### config.mk
export PLATFORM = sky130hd
export DESIGN_NAME = uart_rx_ext
export DESIGN_NICKNAME = d
export VERILOG_FILES = /design/src/rtl/uart_pkg.sv /design/src/rtl/sync_fifo.sv /design/src/rtl/uart_rx_sampler.sv /design/src/rtl/uart_rx_ext.sv
export SDC_FILE = /design/constraint.sdc
export NUM_CORES = 1
export LEC_CHECK = 0
export CAP_MARGIN = 30
export CORE_MARGIN = 2
export CORE_UTILIZATION = 45
export DETAILED_ROUTE_END_ITERATION = 8
export PLACE_DENSITY = 0.64
export SYNTH_ARGS = -nofsm -noshare
export SYNTH_HDL_FRONTEND = slang
export SYNTH_HIERARCHICAL = 1
export SYNTH_SLANG_ARGS = --single-unit
### constraint.sdc
create_clock -name ACLK -period 4.4 [get_ports ACLK]
set_input_delay 0.88 -clock ACLK [delete_from_list [all_inputs] [get_ports ACLK]]
set_output_delay 0.88 -clock ACLK [all_outputs]
set_load 0.01 [all_outputs]
### src/rtl/uart_pkg.sv
// Shared definitions for the UART receive path.
// - rx_state_e      : receive FSM state encodings (3 bits)
// - DBITS_*         : data_bits_sel encodings
// - entry offsets   : layout of a receive FIFO entry {frame_err, parity_err, data[7:0]}
// - data_bits_count : number of data bits selected by data_bits_sel
package uart_pkg;

  typedef enum logic [2:0] {
    ST_IDLE      = 3'd0,
    ST_START     = 3'd1,
    ST_DATA      = 3'd2,
    ST_PARITY    = 3'd3,
    ST_STOP1     = 3'd4,
    ST_STOP2     = 3'd5,
    ST_WAIT_IDLE = 3'd6
  } rx_state_e;

  localparam logic [1:0] DBITS_5 = 2'b00;
  localparam logic [1:0] DBITS_6 = 2'b01;
  localparam logic [1:0] DBITS_7 = 2'b10;
  localparam logic [1:0] DBITS_8 = 2'b11;

  localparam int ENTRY_WIDTH    = 10;
  localparam int DATA_MSB       = 7;
  localparam int PARITY_ERR_BIT = 8;
  localparam int FRAME_ERR_BIT  = 9;

  function automatic logic [3:0] data_bits_count(input logic [1:0] sel);
    case (sel)
      DBITS_5: return 4'd5;
      DBITS_6: return 4'd6;
      DBITS_7: return 4'd7;
      DBITS_8: return 4'd8;
      default: return 4'd8;
    endcase
  endfunction

endpackage

### src/rtl/sync_fifo.sv
// Synchronous FIFO with registered read port.
// Ports: ACLK/ARESETn clock and async active-low reset; wr_en/wr_data push
// (dropped when full); rd_en pops when non-empty, rd_data/rd_valid appear the
// following cycle (rd_data is 0 when not valid); full/empty/level status.
module sync_fifo #(
  parameter int DATA_WIDTH = 10,
  parameter int DEPTH      = 8,
  parameter int PTR_WIDTH  = $clog2(DEPTH)
) (
  input  logic                  ACLK,
  input  logic                  ARESETn,
  input  logic                  wr_en,
  input  logic [DATA_WIDTH-1:0] wr_data,
  input  logic                  rd_en,
  output logic [DATA_WIDTH-1:0] rd_data,
  output logic                  rd_valid,
  output logic                  full,
  output logic                  empty,
  output logic [PTR_WIDTH:0]    level
);

  localparam logic [PTR_WIDTH:0] LEVEL_FULL = (PTR_WIDTH + 1)'(DEPTH);

  logic [DATA_WIDTH-1:0] mem [DEPTH];
  logic [PTR_WIDTH-1:0]  wr_ptr;
  logic [PTR_WIDTH-1:0]  rd_ptr;
  logic                  wr_fire;
  logic                  rd_fire;

  assign full    = (level == LEVEL_FULL);
  assign empty   = (level == '0);
  assign wr_fire = wr_en && !full;
  assign rd_fire = rd_en && !empty;

  always_ff @(posedge ACLK) begin
    if (wr_fire) mem[wr_ptr] <= wr_data;
  end

  // Pointers wrap naturally because DEPTH is a power of two.
  always_ff @(posedge ACLK or negedge ARESETn) begin
    if (!ARESETn) begin
      wr_ptr   <= '0;
      rd_ptr   <= '0;
      level    <= '0;
      rd_data  <= '0;
      rd_valid <= 1'b0;
    end else begin
      if (wr_fire) wr_ptr <= wr_ptr + 1'b1;
      if (rd_fire) rd_ptr <= rd_ptr + 1'b1;
      if (wr_fire && !rd_fire)      level <= level + 1'b1;
      else if (rd_fire && !wr_fire) level <= level - 1'b1;
      rd_data  <= rd_fire ? mem[rd_ptr] : '0;
      rd_valid <= rd_fire;
    end
  end

endmodule

### src/rtl/uart_rx_sampler.sv
// Front end of the UART receiver: two-flop synchroniser, oversample counter,
// 3-sample majority vote and per-bit strobes.
// Ports: UART_RX async serial in; rx_sample_pulse oversample tick; count_en
// lets sample_cnt run (held at 0 otherwise); rx_d1 synchronised line; vote is
// the majority value, valid while vote_point is high; baud_end marks the last
// tick of the bit.
module uart_rx_sampler #(
  parameter int OVERSAMPLE = 16
) (
  input  logic ACLK,
  input  logic ARESETn,
  input  logic UART_RX,
  input  logic rx_sample_pulse,
  input  logic count_en,
  output logic rx_d1,
  output logic vote,
  output logic vote_point,
  output logic baud_end
);

  localparam int CW = $clog2(OVERSAMPLE);
  localparam logic [CW-1:0] MID_M1 = CW'(OVERSAMPLE / 2 - 1);
  localparam logic [CW-1:0] MID    = CW'(OVERSAMPLE / 2);
  localparam logic [CW-1:0] MID_P1 = CW'(OVERSAMPLE / 2 + 1);
  localparam logic [CW-1:0] LAST   = CW'(OVERSAMPLE - 1);

  logic          rx_d0;
  logic [CW-1:0] sample_cnt;
  logic          samp_a;
  logic          samp_b;

  // Idle line is high, so the synchroniser resets to 1 to avoid a false start.
  always_ff @(posedge ACLK or negedge ARESETn) begin
    if (!ARESETn) begin
      rx_d0 <= 1'b1;
      rx_d1 <= 1'b1;
    end else begin
      rx_d0 <= UART_RX;
      rx_d1 <= rx_d0;
    end
  end

  always_ff @(posedge ACLK or negedge ARESETn) begin
    if (!ARESETn) begin
      sample_cnt <= '0;
      samp_a     <= 1'b0;
      samp_b     <= 1'b0;
    end else if (!count_en) begin
      sample_cnt <= '0;
    end else if (rx_sample_pulse) begin
      sample_cnt <= (sample_cnt == LAST) ? '0 : sample_cnt + 1'b1;
      if (sample_cnt == MID_M1) samp_a <= rx_d1;
      if (sample_cnt == MID)    samp_b <= rx_d1;
    end
  end

  // Third sample is taken live at the vote point.
  assign vote       = (samp_a & samp_b) | (samp_a & rx_d1) | (samp_b & rx_d1);
  assign vote_point = count_en && rx_sample_pulse && (sample_cnt == MID_P1);
  assign baud_end   = count_en && rx_sample_pulse && (sample_cnt == LAST);

endmodule

### src/rtl/uart_rx_ext.sv
// UART receive controller: 5-8 data bits, optional parity, 1/2 stop bits,
// majority-voted sampling, framing/parity error tagging, break detection,
// buffered in a FIFO with level threshold and receive timeout.
// Ports: ACLK/ARESETn; UART_RX serial in; rx_sample_pulse oversample tick;
// data_bits_sel/parity_en/parity_odd0_even1/stop_bits_2 frame format;
// rx_fifo_thr level threshold; rx_data_reg_rd read request; rx_data with
// rx_parity_err/rx_frame_err valid on rx_data_read_valid; rx_ready FIFO
// non-empty; rx_thr_reached; rx_timeout; break_det and overflow pulses.
module uart_rx_ext
  import uart_pkg::*;
#(
  parameter int OVERSAMPLE    = 16,
  parameter int FIFO_DEPTH    = 8,
  parameter int PTR_WIDTH     = $clog2(FIFO_DEPTH),
  parameter int TIMEOUT_BAUDS = 32
) (
  input  logic               ACLK,
  input  logic               ARESETn,
  input  logic               UART_RX,
  input  logic               rx_sample_pulse,
  input  logic [1:0]         data_bits_sel,
  input  logic               parity_en,
  input  logic               parity_odd0_even1,
  input  logic               stop_bits_2,
  input  logic [PTR_WIDTH:0] rx_fifo_thr,
  input  logic               rx_data_reg_rd,
  output logic [7:0]         rx_data,
  output logic               rx_data_read_valid,
  output logic               rx_parity_err,
  output logic               rx_frame_err,
  output logic               rx_ready,
  output logic               rx_thr_reached,
  output logic               rx_timeout,
  output logic               break_det,
  output logic               overflow
);

  localparam int CW = $clog2(OVERSAMPLE);
  localparam int TW = $clog2(TIMEOUT_BAUDS + 1);
  localparam logic [CW-1:0] TICK_LAST  = CW'(OVERSAMPLE - 1);
  localparam logic [TW-1:0] BAUDS_LAST = TW'(TIMEOUT_BAUDS - 1);
  localparam logic [TW-1:0] BAUDS_MAX  = TW'(TIMEOUT_BAUDS);

  rx_state_e state, state_n;

  logic rx_d1, vote, vote_point, baud_end;
  logic start_det, finalise, frame_err, parity_err, is_break;

  logic [1:0] cfg_sel;
  logic       cfg_par_en, cfg_even, cfg_stop2;
  logic [7:0] shreg;
  logic [3:0] bit_cnt;
  logic       par_bit;

  logic                   fifo_wr, fifo_full, fifo_empty, fifo_rd_valid;
  logic [ENTRY_WIDTH-1:0] wr_data, rd_data;
  logic [PTR_WIDTH:0]     fifo_level, thr_eff;
  logic                   rd_fire;

  logic [CW-1:0] to_tick;
  logic [TW-1:0] to_bauds;

  uart_rx_sampler #(.OVERSAMPLE(OVERSAMPLE)) u_sampler (
    .ACLK            (ACLK),
    .ARESETn         (ARESETn),
    .UART_RX         (UART_RX),
    .rx_sample_pulse (rx_sample_pulse),
    .count_en        ((state != ST_IDLE) && (state != ST_WAIT_IDLE)),
    .rx_d1           (rx_d1),
    .vote            (vote),
    .vote_point      (vote_point),
    .baud_end        (baud_end)
  );

  always_ff @(posedge ACLK or negedge ARESETn) begin
    if (!ARESETn) state <= ST_IDLE;
    else          state <= state_n;
  end

  always_comb begin
    state_n   = state;
    start_det = 1'b0;
    finalise  = 1'b0;
    frame_err = 1'b0;
    is_break  = 1'b0;
    case (state)
      ST_IDLE: begin
        if (!rx_d1) begin
          start_det = 1'b1;
          state_n   = ST_START;
        end
      end
      ST_START: begin
        if (vote_point && vote) state_n = ST_IDLE;
        else if (baud_end)      state_n = ST_DATA;
      end
      ST_DATA: begin
        if (baud_end && (bit_cnt == data_bits_count(cfg_sel)))
          state_n = cfg_par_en ? ST_PARITY : ST_STOP1;
      end
      ST_PARITY: begin
        if (baud_end) state_n = ST_STOP1;
      end
      ST_STOP1: begin
        // A good first stop bit with two stop bits configured defers the
        // finalise to STOP2; otherwise the character closes here.
        if (vote_point && !(cfg_stop2 && vote)) begin
          finalise  = 1'b1;
          frame_err = !vote;
          is_break  = !vote && (shreg == 8'h00) && !(cfg_par_en && par_bit);
          state_n   = vote ? ST_IDLE : ST_WAIT_IDLE;
        end else if (baud_end && cfg_stop2) begin
          state_n = ST_STOP2;
        end
      end
      ST_STOP2: begin
        if (vote_point) begin
          finalise  = 1'b1;
          frame_err = !vote;
          state_n   = vote ? ST_IDLE : ST_WAIT_IDLE;
        end
      end
      ST_WAIT_IDLE: begin
        if (rx_d1) state_n = ST_IDLE;
      end
      default: state_n = ST_IDLE;
    endcase
  end

  // Frame format is captured at the start bit so register writes mid-character
  // cannot corrupt the character being received.
  always_ff @(posedge ACLK or negedge ARESETn) begin
    if (!ARESETn) begin
      cfg_sel    <= DBITS_5;
      cfg_par_en <= 1'b0;
      cfg_even   <= 1'b0;
      cfg_stop2  <= 1'b0;
      shreg      <= '0;
      bit_cnt    <= '0;
      par_bit    <= 1'b0;
    end else if (start_det) begin
      cfg_sel    <= data_bits_sel;
      cfg_par_en <= parity_en;
      cfg_even   <= parity_odd0_even1;
      cfg_stop2  <= stop_bits_2;
      shreg      <= '0;
      bit_cnt    <= '0;
      par_bit    <= 1'b0;
    end else if (vote_point && (state == ST_DATA)) begin
      shreg[bit_cnt[2:0]] <= vote;
      bit_cnt             <= bit_cnt + 1'b1;
    end else if (vote_point && (state == ST_PARITY)) begin
      par_bit <= vote;
    end
  end

  // Total XOR of data and parity must be 0 for even, 1 for odd.
  assign parity_err = cfg_par_en && ((^shreg) ^ par_bit ^ ~cfg_even);

  always_comb begin
    wr_data                 = '0;
    wr_data[DATA_MSB:0]     = shreg;
    wr_data[PARITY_ERR_BIT] = parity_err;
    wr_data[FRAME_ERR_BIT]  = frame_err;
  end

  assign fifo_wr   = finalise && !is_break;
  assign break_det = finalise && is_break;
  assign overflow  = fifo_wr && fifo_full;
  assign rd_fire   = rx_data_reg_rd && !fifo_empty;

  sync_fifo #(
    .DATA_WIDTH (ENTRY_WIDTH),
    .DEPTH      (FIFO_DEPTH),
    .PTR_WIDTH  (PTR_WIDTH)
  ) u_fifo (
    .ACLK     (ACLK),
    .ARESETn  (ARESETn),
    .wr_en    (fifo_wr),
    .wr_data  (wr_data),
    .rd_en    (rx_data_reg_rd),
    .rd_data  (rd_data),
    .rd_valid (fifo_rd_valid),
    .full     (fifo_full),
    .empty    (fifo_empty),
    .level    (fifo_level)
  );

  assign rx_data            = rd_data[DATA_MSB:0];
  assign rx_parity_err      = rd_data[PARITY_ERR_BIT];
  assign rx_frame_err       = rd_data[FRAME_ERR_BIT];
  assign rx_data_read_valid = fifo_rd_valid;
  assign rx_ready           = !fifo_empty;

  assign thr_eff        = (rx_fifo_thr == '0) ? {{PTR_WIDTH{1'b0}}, 1'b1} : rx_fifo_thr;
  assign rx_thr_reached = (fifo_level >= thr_eff);

  // Idle bit-times are counted only while data is waiting and nothing moves;
  // the baud count saturates so rx_timeout stays set until cleared.
  always_ff @(posedge ACLK or negedge ARESETn) begin
    if (!ARESETn) begin
      to_tick    <= '0;
      to_bauds   <= '0;
      rx_timeout <= 1'b0;
    end else if (fifo_empty || rd_fire || fifo_wr || start_det) begin
      to_tick    <= '0;
      to_bauds   <= '0;
      rx_timeout <= 1'b0;
    end else if ((state == ST_IDLE) && rx_sample_pulse) begin
      if (to_tick == TICK_LAST) begin
        to_tick <= '0;
        if (to_bauds != BAUDS_MAX)  to_bauds   <= to_bauds + 1'b1;
        if (to_bauds == BAUDS_LAST) rx_timeout <= 1'b1;
      end else begin
        to_tick <= to_tick + 1'b1;
      end
    end
  end

endmodule

* Word-level counts from Yosys, hierarchy flattened *
Memories as Yosys holds them, arrays and structs flattened.
Cells that the tools add are included.

operators by class
  $add $sub $neg = 8
  magnitude comparators = 3
  equal/unequal tests = 28
  mux-type cells = 54
  bitwise operators = 8
  reductions and logical operators = 55

operator list
  cell                                                            number
  4-bit two-way mux                                               12
  3-bit two-way mux                                               11
  1-bit logical AND                                               24
  6-bit two-way mux                                               4
  3-bit one-hot mux with 7 select lines                           1
  4-bit == test (second input constant)                           5
  1-bit two-way mux                                               18
  4-bit by 1-bit adder with 4-bit output (second input constant)  4
  8-bit two-way mux                                               2
  4-bit one-hot mux with 4 select lines                           1
  2-bit nonzero test                                              7
  2-bit inequality test (second input constant)                   6
  3-bit AND reduction                                             4
  10-bit two-way mux                                              1
  3-bit == test (second input constant)                           3
  3-bit inequality test (second input constant)                   3
  8-bit bitwise mux                                               1
  1-bit zero test                                                 8
  4-bit zero test                                                 2
  8-bit zero test                                                 1
  8-bit XOR reduction                                             1
  7-bit AND reduction                                             1
  3-bit by 1-bit adder with 3-bit output (second input constant)  2
  6-bit by 1-bit adder with 6-bit output (second input constant)  1
  24 further kinds                                                33

storage, ports and cells
  register bits = 61
  RAM bits = 80
  input bits = 14
  output and inout port bits = 16
  memories kept = 1

memories
  memory      depth  width  read ports  clocked after Yosys merged registers in  write ports  RTL line         source
  u_fifo.mem  8      10     1           0                                        1            sync_fifo.sv:24  logic [DATA_WIDTH-1:0] mem [DEPTH];

* Logic depth before layout (Yosys ltp) *
  word-level depth = 15
  gate-level depth with buffers = 18
  depth with buffers taken out = 16

* Modules after synthesis *
Netlist, hierarchy kept.

modules (own cells, without submodules)
  module           times used  cells an instance  area an instance (um2)  sequential area each (um2)
  sync_fifo        1           194                3893.7                  2927.8
  uart_rx_ext      1           228                2128.3                  800.8
  uart_rx_sampler  1           37                 410.4                   202.7

* Least setup slack after synthesis *
Ideal clock, no wire load.

  path type = reg2reg
  start = reg state[2]
  end = reg u_fifo.level[3]
  arrival = 3501 ps
  data required time = 4269 ps
  slack = 768 ps
  stages on the path, launching flop included = 19
  buffers on the path = 3
  clock period less this slack = 3632 ps
  path through = dfrtp_1 -> buf_2 -> clkbuf_1 -> nand2_1 -> nand3b_1 -> and4b_1 -> and2_1 -> clkbuf_2 -> nand3b_1 -> nor3_2 -> nor2_1 -> nand2_1 -> inv_1 -> ha_1 -> inv_1 -> ha_1 -> or4_1 -> o211ai_1 -> o211ai_1

on the way
  cells in the longest elaborated chain, start to end = 13

RTL lines
  item                                                                RTL line               source
  from (decl)                                                         uart_rx_ext.sv:44      rx_state_e state, state_n;
  from (signal assigned)                                              uart_rx_ext.sv:77      else state <= state_n;
  3-bit inequality test / 3-bit nonzero test (equally long branches)  uart_rx_ext.sv:68      .count_en ((state != ST_IDLE) && (state != ST_WAIT_IDLE)),
  1-bit logical AND (*)                                               uart_rx_ext.sv:68
  1-bit logical AND (*) (2 in series)                                 uart_rx_sampler.sv:59  assign vote_point = count_en && rx_sample_pulse && (sample_cnt == MID_P1);
  named net vote_point                                                uart_rx_ext.sv:46      logic rx_d1, vote, vote_point, baud_end;
  1-bit logical AND                                                   uart_rx_ext.sv:107     if (vote_point && !(cfg_stop2 && vote)) begin
  1-bit two-way mux                                                   uart_rx_ext.sv:107
  1-bit two-way mux                                                   uart_rx_ext.sv:86      case (state)
  1-bit zero test                                                     uart_rx_ext.sv:167     assign fifo_wr = finalise && !is_break;
  1-bit logical AND (*)                                               uart_rx_ext.sv:167
  named net fifo_wr                                                   uart_rx_ext.sv:55      logic fifo_wr, fifo_full, fifo_empty, fifo_rd_valid;
  1-bit logical AND (*)                                               sync_fifo.sv:32        assign wr_fire = wr_en && !full;
  named net u_fifo.wr_fire                                            sync_fifo.sv:27        logic wr_fire;
  1-bit zero test                                                     sync_fifo.sv:51        else if (rd_fire && !wr_fire) level <= level - 1'b1;
  1-bit logical AND                                                   sync_fifo.sv:51
  2-bit nonzero test (no source line)                                 n/a
  to (signal assigned)                                                sync_fifo.sv:50        if (wr_fire && !rd_fire) level <= level + 1'b1;
  to (signal assigned)                                                sync_fifo.sv:51
  to (decl)                                                           sync_fifo.sv:19        output logic [PTR_WIDTH:0] level

Mark *: on every way through the listed nets, which the timed path passes. The rest lies on a longest branch.
A chain may end at the register's enable or synchronous reset.

* Worst setup path after layout *
  start = reg state[2]
  end = out overflow

on the way
  cells in the longest elaborated chain, start to end = 10

RTL lines
  item                                                                RTL line               source
  3-bit inequality test / 3-bit nonzero test (equally long branches)  uart_rx_ext.sv:68
  1-bit logical AND (*)                                               uart_rx_ext.sv:68
  1-bit logical AND (*) (2 in series)                                 uart_rx_sampler.sv:59
  named net vote_point                                                uart_rx_ext.sv:46
  1-bit logical AND                                                   uart_rx_ext.sv:107
  1-bit two-way mux                                                   uart_rx_ext.sv:107
  1-bit two-way mux                                                   uart_rx_ext.sv:86
  1-bit zero test                                                     uart_rx_ext.sv:167
  1-bit logical AND (*)                                               uart_rx_ext.sv:167
  named net fifo_wr                                                   uart_rx_ext.sv:55
  1-bit logical AND (*)                                               uart_rx_ext.sv:169     assign overflow = fifo_wr && fifo_full;
  to (decl)                                                           uart_rx_ext.sv:35      output logic overflow

Marks and branches as above.

==> run summary <==
Leakage dissipation: 2.89 nW. Walking the worst path, the cells encountered are nand2b_1 > nand3b_1 > and4b_1 > and2_1 > nand3b_1 > nor3_2 > nor2_1 > and2_1 > clkdlybuf4s50_1. In this run, synthesis inferred 80 flip-flops with an integrated enable. Fraction of the cycle the final worst path needs: 91.3%.

The floorplan has 43 rows. The clock transition at the registers of the reported paths was 0.06 ns; the number of buffers inserted during clock tree synthesis was 17. Across the run, the number of max-cap violations was 0. The run gives 7590 um^2 as the post-route standard cell area excluding fillers. The routed layout has 3,811 vias. The flow ran to the end, and the final reports show no timing, DRC or antenna violations. The logs give 70 for the number of distinct library cells after synthesis and 667 for the post-placement cell count. In the final layout, the multi-input gates occupy 2330 um^2.

Hold violation count in the final report: 0. TritonCTS built the clock tree. The number of placed I/O pins was 30. The placed wire-length estimate after detailed placement was 7780 um; the height of the chip was 124 um. Setup repair after global routing left no endpoint under its margin. The tools report the instance area after placement as 7000 um^2.

The later pin in the worst-skew pair is clocked with a latency of 0.42 ns. Data on the critical path arrives at its endpoint at 3.14 ns. After global routing the overflow that remains totals 0. The Yosys step of the flow raised 6 warnings. Highest net fanout along the worst path: 12. For the max-slew violation count, the log shows 0.

For this block, the initial DRC count from the detailed router was 254. Power density over cell area: 556 nW/um^2. The area share of xor/xnor cells in the synthesized design works out to 3.00%.

In the global route stage, overall resource usage came out at 17.2%. The post-detailed-routing wire length was 12,000 um; the synthesized-area fraction occupied by ao, oa, aoi and oai cells was 6.17%. For this run, the register share of the synthesized area comes to 61.1%. The fraction of final layout cells with drive strength greater than 1 works out to 17.7%. After synthesis the netlist holds a flip-flop and latch count of 141.

For the deepest level of the CTS H-tree, the log shows 4. After Yosys synthesis, and, or, nand and nor cells account for 11.4% of the synthesized area. The non-filler instance count after layout is 700. Power comes to 0.00422 W. The combined area of all synthesized cells was 6430 um^2. The die covers 15,300 um^2. The tools report the count of filler cells inserted in the layout as 1,134. Dominant combinational cell family by area after synthesis: simple AND/OR/NAND/NOR gates. At the worst endpoint, the required time is 3.52 ns. Averaged over all synthesized cells, the footprint is 14.0 um^2. Of the total synthesized cell area, the portion taken by full adders, half adders and majority gates is 5.14%. The largest single stage delay on the critical path is 0.53 ns. The number of design rule violations left after detail routing is 0, and the initial antenna violation count is 0. The via density per instance was 5.44; the final period demand of the worst path was 4.02 ns. The worst setup path is captured at a primary output. Measured against its own limit, the worst slew margin works out to 59.7%. The multiplexer share of the synthesized area works out to 10.4%.

In the final design database the tool counted 546 nets. The number of input and output port buffers inserted was 29; the synthesis-to-layout area growth was 18.1%. The area of the core was 13,900 um^2; the number of global-route vias before repair was 3,700. The worst-case IR drop observed on VDD is 0.369 mV. Summed over all failing endpoints, the final setup total negative slack is 0 ns. The min-delay analysis places its worst path in the category primary input to async pin. The initial utilization of the core area, before any placement, comes to 46.2%. The path depth of the worst reg2reg path came out at 15. In this run, post-CTS hold repair placed 0 buffers. After detailed routing, the average wire length per cell comes to 17.2 um.

For this run, the leading register cell type out of synthesis is edfxtp_1. Setup violations remaining at the end of the flow were counted as 0. Entering global routing, the biggest net connects 39 pins. The congestion estimate from routability-driven global placement came to 0.833. In the synthesized netlist the async set-or-reset flop fraction comes to 43.3%.

The total setup buffers inserted after CTS came out at 0. For the pin with the worst max-slew slack, the measured transition is 0.590 ns. The run gives 249 MHz as the highest achievable clock rate. Synthesis handed over a netlist of 459 instances. The clock passes through at most 2 buffers. The first global-routing pass estimated 19,300 um of wire. The tree is rooted in a clkbuf_16. The number of antenna cells inserted came out at 0.

Kind of critical path: flip-flop to primary output. The floorplan step set the die width to 124 um. The worst setup path is launched from a flip-flop. The area taken by flip-flops and latches is 3930 um^2, and the post-route clock skew is 0.00621 ns. The logs give 498 for the number of nets in the synthesized netlist and 141 for the number of clock sinks seen by CTS. The run gives 4 as the count of TritonRoute iterations in the first routing pass.

The slowest cell on the critical path is dfrtp_1. For the count of antenna-violating nets left after detailed routing, the log shows 0.
-- per-layer routing --
metal,vias to the layer above,routed length [um],track usage [%],part of all wire [%]
met5,-,0,0,0
met4,0,97,7.03,0.81
met3,9,440,4.01,3.7
met2,62,6170,28.1,51
met1,1932,5300,22.3,44
li1,1808,-,-,-
-- timing repair --
item / in CTS / in global routing
hold endpoints to repair: 0 / 0
gates resized for setup: 0 / 1
setup endpoints to repair: 0 / 1
-- through the flow --
| step | utilization (%) | worst slack, ns | hold WS, ns |
|---|---|---|---|
| after global placement | 50.0 | 0.394 | 0.346 |
| after CTS | 54.3 | 0.225 | 0.359 |
| after floorplan | - | 0.768 | 0.345 |
| after detailed placement | 50.2 | 0.233 | 0.349 |
| final | 54.5 | 0.382 | 0.256 |
| after global routing | 54.5 | 0.121 | 0.241 |
-- logic make-up after synthesis --
kind of cell / after synthesis
AOI/OAI and AO/OA: 55
xor gates and xnor gates: 22
adders and majority gates: 26
buffers and inverters: 41
DFF: 141
muxes: 41
and+or+nand+nor: 133
-- worst max-delay path: cells and delay by family, from the launching register on --
family                 cells  cell delay (ns)
AND/OR/NAND/NOR            8             1.66
flip-flops                 1             0.53
buffers and inverters      1             0.53
-- report_power, final --
group	leakage, nW	internal (W)	switching (W)
logic	1.08	0.000604	0.000540
registers	1.53	0.00154	0.000153
clock network	0.280	0.000834	0.000548
total	2.89	0.00298	0.00124
-- state kept, by name, indices dropped and copies added (netlist names), 2 cells and up --
name	count
u_fifo/rd_ptr	3
state	3
u_fifo/rd_data	10
u_fifo/wr_ptr	3
u_fifo/level	4
u_sampler/sample_cnt	4
u_fifo/mem	80
to_bauds	6
shreg	8
cfg_sel	2
to_tick	4
bit_cnt	4
-- cells in the mapped netlist, types with 2 or more instances --
| cell type | number | area (um^2) |
|---|---|---|
| a21oi_1 | 11 | 55.1 |
| a21oi_2 | 2 | 17.5 |
| a22o_1 | 11 | 96.3 |
| a31oi_1 | 3 | 18.8 |
| and2_1 | 5 | 31.3 |
| buf_2 | 7 | 35.0 |
| buf_6 | 2 | 22.5 |
| clkbuf_1 | 7 | 26.3 |
| dfrtp_1 | 59 | 1480 |
| dfstp_2 | 2 | 52.6 |
| edfxtp_1 | 80 | 2400 |
| ha_1 | 24 | 300 |
| inv_1 | 23 | 86.3 |
| mux2_1 | 2 | 22.5 |
| mux2_2 | 6 | 67.6 |
| mux2i_1 | 13 | 130 |
| mux4_2 | 20 | 450 |
| nand2_1 | 25 | 93.8 |
| nand2b_1 | 8 | 50.1 |
| nand3_1 | 13 | 65.1 |
| nand3b_1 | 6 | 45.0 |
| nand4_1 | 4 | 25.0 |
| nor2_1 | 33 | 124 |
| nor2b_1 | 3 | 18.8 |
| nor3_1 | 6 | 30.0 |
| nor3b_1 | 7 | 52.6 |
| nor4_1 | 2 | 12.5 |
| o211ai_1 | 2 | 15.0 |
| o21ai_0 | 8 | 40.0 |
| o22ai_1 | 2 | 12.5 |
| or3_1 | 3 | 18.8 |
| or4_1 | 2 | 15.0 |
| xnor2_1 | 14 | 123 |
| xor2_1 | 8 | 70.1 |
-- layout by cell type, fill, tap and decap left out, types with 3 or more instances in the layout --
cell,n
nand2_1,25
nor3_1,6
clkinv_4,3
nor2_1,33
and2_1,5
edfxtp_1,80
a22o_1,11
clkbuf_16,17
clkinv_2,3
or3_1,3
o21ai_0,8
a21oi_1,11
a31oi_1,3
mux4_2,20
inv_6,3
mux2i_1,13
nand4_1,4
clkdlybuf4s50_1,28
nor2b_1,3
nor3b_1,7
nand3b_1,6
xnor2_1,14
inv_1,23
mux2_2,6
buf_4,15
nand2b_1,8
ha_1,24
dfrtp_1,58
nand3_1,13
xor2_1,8
-- worst paths after layout --
check | from | to | slack (ns)
min | ARESETn | u_fifo/rd_data[4] | 0.26
min in group ACLK | u_sampler/rx_d0 | u_sampler/rx_d1 | 0.36
max | state[2] | overflow | 0.38
max reg2reg | state[2] | u_fifo/level[3] | 0.52
min reg2reg | u_sampler/rx_d0 | u_sampler/rx_d1 | 0.36
max in group asynchronous | ARESETn | to_tick[3] | 3.35
-- layout make-up --
class                   count  area share [%]
repair buffers             46            5.87
clock inverters            14            1.88
inverters                  24            1.19
clock buffers              18            5.65
flip-flops and latches    141            51.8
multi-input cells         277            30.7
well taps                 180            2.97
Power figures use the tool's default switching activity.
